File: src/rtl/regfile_wport_arbiter.sv
// regfile_wport_arbiter: shares the regfile write port between WB (priority) and a buffered LU queue.
// Define REGFILE_WPORT_AGE_EN to stall WB once the LU head has waited AGE_MAX cycles.
module regfile_wport_arbiter #(
    parameter int DEPTH   = 2,
    parameter int AGE_MAX = 8
) (
    input  logic        clk_i,
    input  logic        rst_i,
    input  logic        wb_we_i,
    input  logic [4:0]  wb_rd_addr_i,
    input  logic [31:0] wb_rd_wdata_i,
    output logic        wb_stall_o,
    input  logic        lu_valid_i,
    output logic        lu_ready_o,
    input  logic [4:0]  lu_rd_addr_i,
    input  logic [31:0] lu_rd_wdata_i,
    output logic        rf_we_o,
    output logic [4:0]  rf_rd_addr_o,
    output logic [31:0] rf_rd_wdata_o,
    output logic [31:0] lu_pending_o
);
    localparam int PW = (DEPTH > 1) ? $clog2(DEPTH) : 1;
    localparam int CW = $clog2(DEPTH + 1);

    logic [4:0]       fifo_addr [DEPTH];
    logic [31:0]      fifo_data [DEPTH];
    logic [DEPTH-1:0] vld;
    logic [PW-1:0]    rd_ptr, wr_ptr;
    logic [CW-1:0]    count;
    logic             out_lu;
    logic             push, pop, wb_grant;
    logic [31:0]      pend;

    function automatic logic [PW-1:0] nxt(input logic [PW-1:0] p);
        return (p == PW'(DEPTH - 1)) ? '0 : p + 1'b1;
    endfunction

    // Readiness comes from the registered count only, so a pop never frees a slot for a same-cycle push.
    assign lu_ready_o = count < CW'(DEPTH);
    assign push       = lu_valid_i & lu_ready_o & (lu_rd_addr_i != 5'd0);
    assign wb_grant   = wb_we_i & (wb_rd_addr_i != 5'd0) & ~wb_stall_o;
    assign pop        = ~wb_grant & (count != '0);

    always_ff @(posedge clk_i or posedge rst_i) begin
        if (rst_i) begin
            rd_ptr <= '0;
            wr_ptr <= '0;
            count  <= '0;
            vld    <= '0;
        end else begin
            if (push) wr_ptr <= nxt(wr_ptr);
            if (pop) rd_ptr <= nxt(rd_ptr);
            if (pop) vld[rd_ptr] <= 1'b0;
            if (push) vld[wr_ptr] <= 1'b1;
            count <= count + CW'(push) - CW'(pop);
        end
    end

    always_ff @(posedge clk_i) begin
        if (push) begin
            fifo_addr[wr_ptr] <= lu_rd_addr_i;
            fifo_data[wr_ptr] <= lu_rd_wdata_i;
        end
    end

    always_ff @(posedge clk_i or posedge rst_i) begin
        if (rst_i) begin
            rf_we_o       <= 1'b0;
            rf_rd_addr_o  <= '0;
            rf_rd_wdata_o <= '0;
            out_lu        <= 1'b0;
        end else begin
            rf_we_o <= wb_grant | pop;
            out_lu  <= pop;
            if (wb_grant) begin
                rf_rd_addr_o  <= wb_rd_addr_i;
                rf_rd_wdata_o <= wb_rd_wdata_i;
            end else if (pop) begin
                rf_rd_addr_o  <= fifo_addr[rd_ptr];
                rf_rd_wdata_o <= fifo_data[rd_ptr];
            end
        end
    end

    // An LU write stays visible as pending until it has actually landed in the regfile.
    always_comb begin
        pend = '0;
        for (int i = 0; i < DEPTH; i++)
            if (vld[i]) pend[fifo_addr[i]] = 1'b1;
        if (rf_we_o & out_lu) pend[rf_rd_addr_o] = 1'b1;
    end

    assign lu_pending_o = {pend[31:1], 1'b0};

`ifdef REGFILE_WPORT_AGE_EN
    localparam int AW = $clog2(AGE_MAX + 1);
    logic [AW-1:0] age;

    assign wb_stall_o = (count != '0) & (age == AW'(AGE_MAX));

    // Whenever the queue is non-empty and nothing pops, WB took the port from the head.
    always_ff @(posedge clk_i or posedge rst_i) begin
        if (rst_i) age <= '0;
        else age <= (pop | (count == '0)) ? '0 : age + 1'b1;
    end
`else
    assign wb_stall_o = 1'b0;
`endif
endmodule

File: config.mk
export PLATFORM = sky130hd
export DESIGN_NAME = regfile_wport_arbiter
export DESIGN_NICKNAME = d
export VERILOG_FILES = /design/src/rtl/regfile_wport_arbiter.sv
export SDC_FILE = /design/constraint.sdc
export NUM_CORES = 1
export LEC_CHECK = 0
export CAP_MARGIN = 25
export CORE_MARGIN = 4
export CORE_UTILIZATION = 40
export DETAILED_ROUTE_END_ITERATION = 10
export GPL_TIMING_DRIVEN = 0
export PLACE_DENSITY_LB_ADDON = 0.3
export SLEW_MARGIN = 25
export SYNTH_ARGS = -nofsm -noshare
export SYNTH_HDL_FRONTEND = slang
export SYNTH_SLANG_ARGS = --single-unit
File: constraint.sdc
create_clock -name clk_i -period 6.2 [get_ports clk_i]
set_input_delay 1.24 -clock clk_i [delete_from_list [all_inputs] [get_ports clk_i]]
set_output_delay 1.24 -clock clk_i [all_outputs]
set_load 0.05 [all_outputs]
==> run metrics <==
Yosys Warn Count=0; ranking of synthesized cells by area=edfxtp_1, dfrtp_1, a221o_1; initial antenna violation count=0; pin count of the biggest net entering global routing=28; GRT Total Usage=0.2143; Synth cell types=40; Peak VDD IR=0.3169 mV; DR pass1 iterations=7; post-synthesis adder-cell area fraction=0.002340; fraction of registers with async set/reset=0.3782; Clock H-tree levels=4; Seq/Total Area, Yosys=0.6263; Setup TNS Final=0 ps; Root Driver=clkbuf_16; max-slew violation count=0; clock sinks=119; Fin. Hold Viols=0; initial core utilization=0.4152; Synth Area in Compound Gates=0.1811; maximum capacitance violations=0; relative slew slack=0.5744; height of the die=123.6 µm; port buffer count=147; Worst Clk Skew=6.350 ps; WS Path Type=reg -> out; die area=15,280 µm²; GRT overflow=0; post_cts resized=0; Final ANT Viol Nets=0; DRT iter0 DRCs=346; Mapped Cells=458; final net count=707; DRC=0; pwr/cell area=489.2 nW/µm²; Vias=4,501; Crit. End Element=primary output; mux contribution to synthesized area=0; Final Routed Wirelength=15,920 µm; Inserted Clock Buffers=17; Area Overhead vs Synth=44.35%; status=finished clean; RSZ-0062 raised after global routing=false; CTS tree=built; crit-path cells=clkbuf_1 -> nor3b_1 -> a22oi_1 -> o21ai_0 -> clkdlybuf4s50_1; Syn Area/Cell=11.67 µm²; most common cell in the synthesized netlist=edfxtp_1; Setup-failing EPs final=0; hold buffer count at CTS=0; Slew @ Worst Pin=637.5 ps; antenna fix cells=0; top-area cell type share of the netlist area=0.4156; Slowest-stage cell, CP=clkdlybuf4s50_1; number of synthesized flops with an enable pin=74; total power=3.775 mW; Clock Latency Late Sink=410 ps; WL/cell=19.58 µm; Via density=5.536; FP Rows=41; Pleak=2.741 nW; most frequent cells after synthesis=edfxtp_1, nand2_1, dfrtp_1, nand3_1, a21oi_1; Horiz. Die Dim=123.6 µm; worst endpoint required time=4960 ps; Worst Hold Class=reg -> reg; first-pass GRT wire length=24,550 µm; CORE AREA=12,880 µm²; Post-Syn Area=5346 µm²; f_max=0.2506 GHz; Crit path largest cell delay=840 ps; final cycle utilization of the critical path=0.6437; #FFs+latches synth=119; Tmin final=3991 ps; cell taking the most area after synthesis=edfxtp_1; RD Place Congestion=0.8476; largest family of logic cells by synthesized area=compound AO/OA/AOI/OAI gates; number of global-route vias before repair=4,820; clk buf depth=2; # Post-CTS Setup Buffers=0; Clk pin slew, worst setup/hold paths=50 ps; Critical Path Fanout Max=9; simple-gate portion of the synthesized area=0.1463; layout cell share with drive strength beyond 1=0.08736; io pins=150; Synth Area in XOR/XNOR=0.006553; Startpoint Class=register; Hold WS=473.9 ps; Main synth FF type=edfxtp_1; DPL Wire Length=11,750 µm; crit path DAT=2750 ps
## layout make-up
class	count	area, µm²
buffer	34	166.4
timing repair buffer	150	1554
fill	1027	5159
clock buffer	22	454.2
clock inverter	10	128.9
multi-input combinational	298	1821
inverter	8	30.03
sequential	119	3348
tap	172	215.2
## per-stage QoR
| stage | area [µm²] | cells | utilization | setup WS, ps |
|---|---|---|---|---|
| 2_1_floorplan | 5350 | 459 | - | 2589 |
| 3_3_place_gp | 7037 | 778 | 0.5465 | 1166 |
| 3_5_place_dp | 7134 | 781 | 0.5541 | 2676 |
| 4_1_cts | 7717 | 813 | 0.5994 | 2232 |
| 5_1_grt | 7717 | 813 | 0.5994 | 2041 |
| 6_report | 7717 | 813 | 0.5994 | 2209 |
## final timing paths
path	cells after the start	endpoint	slack, ps	startpoint
setup / recovery	5	lu_pending_o[5]	2210	fifo_addr[0][2]$_DFFE_PP_
hold / removal	1	rf_rd_wdata_o[16]$_DFFE_PP0P_	470	fifo_data[0][16]$_DFFE_PP_
setup reg to reg	4	fifo_data[0][4]$_DFFE_PP_	4320	count[1]$_DFF_PP0_
hold reg to reg	1	rf_rd_wdata_o[16]$_DFFE_PP0P_	470	fifo_data[0][16]$_DFFE_PP_
max in group asynchronous	3	rf_rd_wdata_o[24]$_DFFE_PP0P_	4410	rst_i
min in group asynchronous	2	rf_rd_wdata_o[8]$_DFFE_PP0P_	1260	rst_i
## metal layers
layer,vias to the layer above,GRT usage,share of wire
met5,-,0,0
met3,19,0.06540,0.082
met1,2175,0.2515,0.40
met2,210,0.3707,0.51
met4,0,0.07751,0.013
li1,2097,-,-
## sequential cells by signal, indices dropped and copies added (netlist names)
name           count
count              2
fifo_addr         10
fifo_data         64
out_lu             1
rd_ptr             1
rf_rd_addr_o       5
rf_rd_wdata_o     32
rf_we_o            1
vld                2
wr_ptr             1
## report_power, final
group	total, mW	switching [mW]	internal [mW]
Combinational	1.60	1.07	0.537
Clock	0.962	0.325	0.637
Sequential	1.21	0.132	1.08
Total	3.78	1.52	2.25
## layout by cell type, fill, tap and decap left out, types with 14 or more instances in the layout
master | netlist | routed
clkdlybuf4s50_1 | 0 | 147
a221o_1 | 37 | 37
edfxtp_1 | 74 | 74
o21ai_0 | 17 | 17
o221ai_1 | 16 | 16
nand3_1 | 42 | 42
a21oi_1 | 38 | 38
nor2_1 | 16 | 14
clkbuf_1 | 21 | 25
nand2_1 | 63 | 63
dfrtp_1 | 45 | 45
clkbuf_16 | 0 | 17
a22oi_1 | 15 | 15
## logic make-up (layout without fill, tap and decap cells)
group,after synthesis,after routing
AOI/OAI and AO/OA,130,130
adders and majority gates,1,1
other,1,2
DFF,119,119
buffers and inverters,42,224
xor gates and xnor gates,4,4
and+or+nand+nor,161,161
## worst max-delay path: cells and delay by family, from the launching register on
kind / cells / cell delay [ps]
AO/OA/AOI/OAI: 2 / 340
buffers and inverters: 2 / 1130
flip-flops: 1 / 310
AND/OR/NAND/NOR: 1 / 570
No activity file was read; power rests on OpenSTA's default activity.
==> variant: new RTL, config.mk and constraints unchanged <==
`DEPTH`: 2 -> 4.
--- a/src/rtl/regfile_wport_arbiter.sv
+++ b/src/rtl/regfile_wport_arbiter.sv
@@ -1,7 +1,7 @@
 // regfile_wport_arbiter: shares the regfile write port between WB (priority) and a buffered LU queue.
 // Define REGFILE_WPORT_AGE_EN to stall WB once the LU head has waited AGE_MAX cycles.
 module regfile_wport_arbiter #(
-    parameter int DEPTH   = 2,
+    parameter int DEPTH   = 4,
     parameter int AGE_MAX = 8
 ) (
     input  logic        clk_i,
Function: changed (a bounded check fails within 4 cycles, from zero or initial values and one cycle with rst_i high).
==> variant against the original RTL <==
Non-clock buffer count up 4; worst setup slack lost 0.12 ns; critical path depth increased by 1; sequential cell count rose by 79; total power grew 31%; sequential share of layout area is 6.5 points higher; clock power increased by 16%; first-iteration DRC count increased by 51%; routed wire length grew 45%; area after synthesis is 67% higher; design area grew 48%; synthesized cell count is 45% higher; count of clock-buffer cells in the layout down 4.
==> variant: results (changes against the original RTL) <==
Top Registers -> fifo_data: 128 flops, rf_rd_wdata_o: 32 flops, fifo_addr: 20 flops
Inserted Clock Buffers -> 17 (unchanged)
vias in the first global route -> 6211 (+29%)
Max clock buf depth -> 2 (unchanged)
clock skew -> 0.007778 ns (+0.001428 ns)
synth warn -> 0 (unchanged)
hold slack -> 0.5428 ns (+0.06886 ns)
DP Worst Slack -> 1.984 ns (-0.6925 ns)
DP Cell Count -> 1097 (+40%)
CP Max Fanout -> 9 (unchanged)
sequential area share after synthesis -> 63.90% (+1.3 points)
largest net degree at the start of global routing -> 39 (+39%)
GR Util met1 -> 26.06% (+0.91 points)
DPL Wire Length -> 16140 microns (+37%)
Synth Instances -> 666 (+45%)
post-cts repair resize count -> 0 (unchanged)
Total Routing Usage GR -> 18.78% (-2.6 points)
Worst VDD drop -> 0.0003305 V (+4.3%)
ys async rst share -> 25.25% (-13 points)
Post-Route M1 WL -> 9929 microns (+56%)
R2R Setup Slk -> 3.64 ns (-0.68 ns)
# diodes -> 0 (unchanged)
first-pass detailed-route iteration total -> 5 (-2)
worst skew pair latency -> 0.43 ns (+0.02 ns)
leakage -> 3.903 nW (+42%)
first-iteration detailed-routing DRC count -> 522 (+51%)
Clock Root Buffer -> clkbuf_16
CP max-delay cell -> clkdlybuf4s50_1
post-synth cell types -> 41 (+2.5%)
Worst path max stage delay -> 0.84 ns (about the same)
relative slew slack -> 59.45% (+2.0 points)
grt met3 use -> 5.884% (-0.66 points)
IO buf count -> 147 (unchanged)
share of cells above drive strength 1 -> 12.49% (+3.7 points)
EDFF count, synth -> 148 (+100%)
period utilisation layout -> 66.23% (+1.9 points)
Routed WL -> 23050 microns (+45%)
met2 wire length -> 10550 microns (+31%)
Via density -> 5.628 (+1.7%)
GR Util met2 -> 29.35% (-7.7 points)
cells taking the most area after synthesis -> edfxtp_1, dfrtp_1, mux4_2, nand2_1, o22ai_1
critical path data arrival time -> 2.87 ns (+0.12 ns)
Post-CTS Setup Inserts -> 0 (unchanged)
fillcell total -> 1922 (+87%)
initial antenna violation count -> 0 (unchanged)
clock slew at reported path FFs -> 0.06 ns
first-pass GRT wire length -> 35400 microns (+44%)
CTS H-Tree Depth -> 4 (unchanged)
status -> completed
most instantiated cells after synthesis -> edfxtp_1, nand2_1, nor2_1
DR WL/cell -> 20.42 microns (+4.2%)
GPL Wtd Cong -> 0.9402 (+11%)
Top Layer Used -> met4
routed wl met3 -> 2266 microns (+74%)
# nets final -> 925 (+31%)
## variant: cell types whose count changed in the layout (fill, tap and decap cells not counted), moves of 11 or more
| cell | change |
|---|---|
| mux4_2 | +37 |
| a21oi_1 | -34 |
| nand3b_1 | +16 |
| o21ai_0 | +11 |
| nor2_1 | +52 |
| edfxtp_1 | +74 |
| o221ai_1 | -16 |
| a22oi_1 | -13 |
| a31oi_1 | +35 |
| o22ai_1 | +45 |
| nand2_1 | +17 |
| nand3_1 | -27 |
| a221o_1 | -37 |
| or3b_2 | +12 |
## variant: worst paths after layout
kind,from,cells after the start,to
hold / removal,count[2],1,count[2]
max in group asynchronous,rst_i,3,count[2]
hold reg to reg,count[2],1,count[2]
min in group asynchronous,rst_i,2,rf_rd_wdata_o[14]
setup / recovery,fifo_addr[2][2],6,lu_pending_o[4]
setup reg to reg,count[2],11,count[2]
## variant: area by class of cell
cell class                 instances  area (sq um)  share of cell area, %
timing repair buffer             150          1539                  13.48
sequential                       198          5695                  49.88
tap                              280         350.3                  3.068
inverter                          11         43.79                 0.3835
multi-input combinational        420          3017                  26.42
clock buffer                      18         429.2                  3.758
buffer                            38         171.4                  1.501
clock inverter                    14         172.7                  1.512
## variant: power breakdown
group	total (mW)	internal (mW)	switching [mW]	leakage [nW]
Sequential	1.85	1.70	0.151	1.92
Combinational	1.97	0.745	1.22	1.69
Clock	1.12	0.640	0.485	0.295
Total	4.94	3.09	1.86	3.90
## variant: kinds of logic (layout without fill, tap and decap cells)
group	after synthesis	in the layout	synth area share, %
adder cells (fa/ha/maj)	11	11	1.628
AND/OR/NAND/NOR	230	230	12.70
other	1	2	0.04207
multiplexers	39	39	9.601
flip-flops	198	198	63.90
AO/OA/AOI/OAI	136	136	9.545
buffers and inverters	49	231	2.386
XOR/XNOR	2	2	0.1966
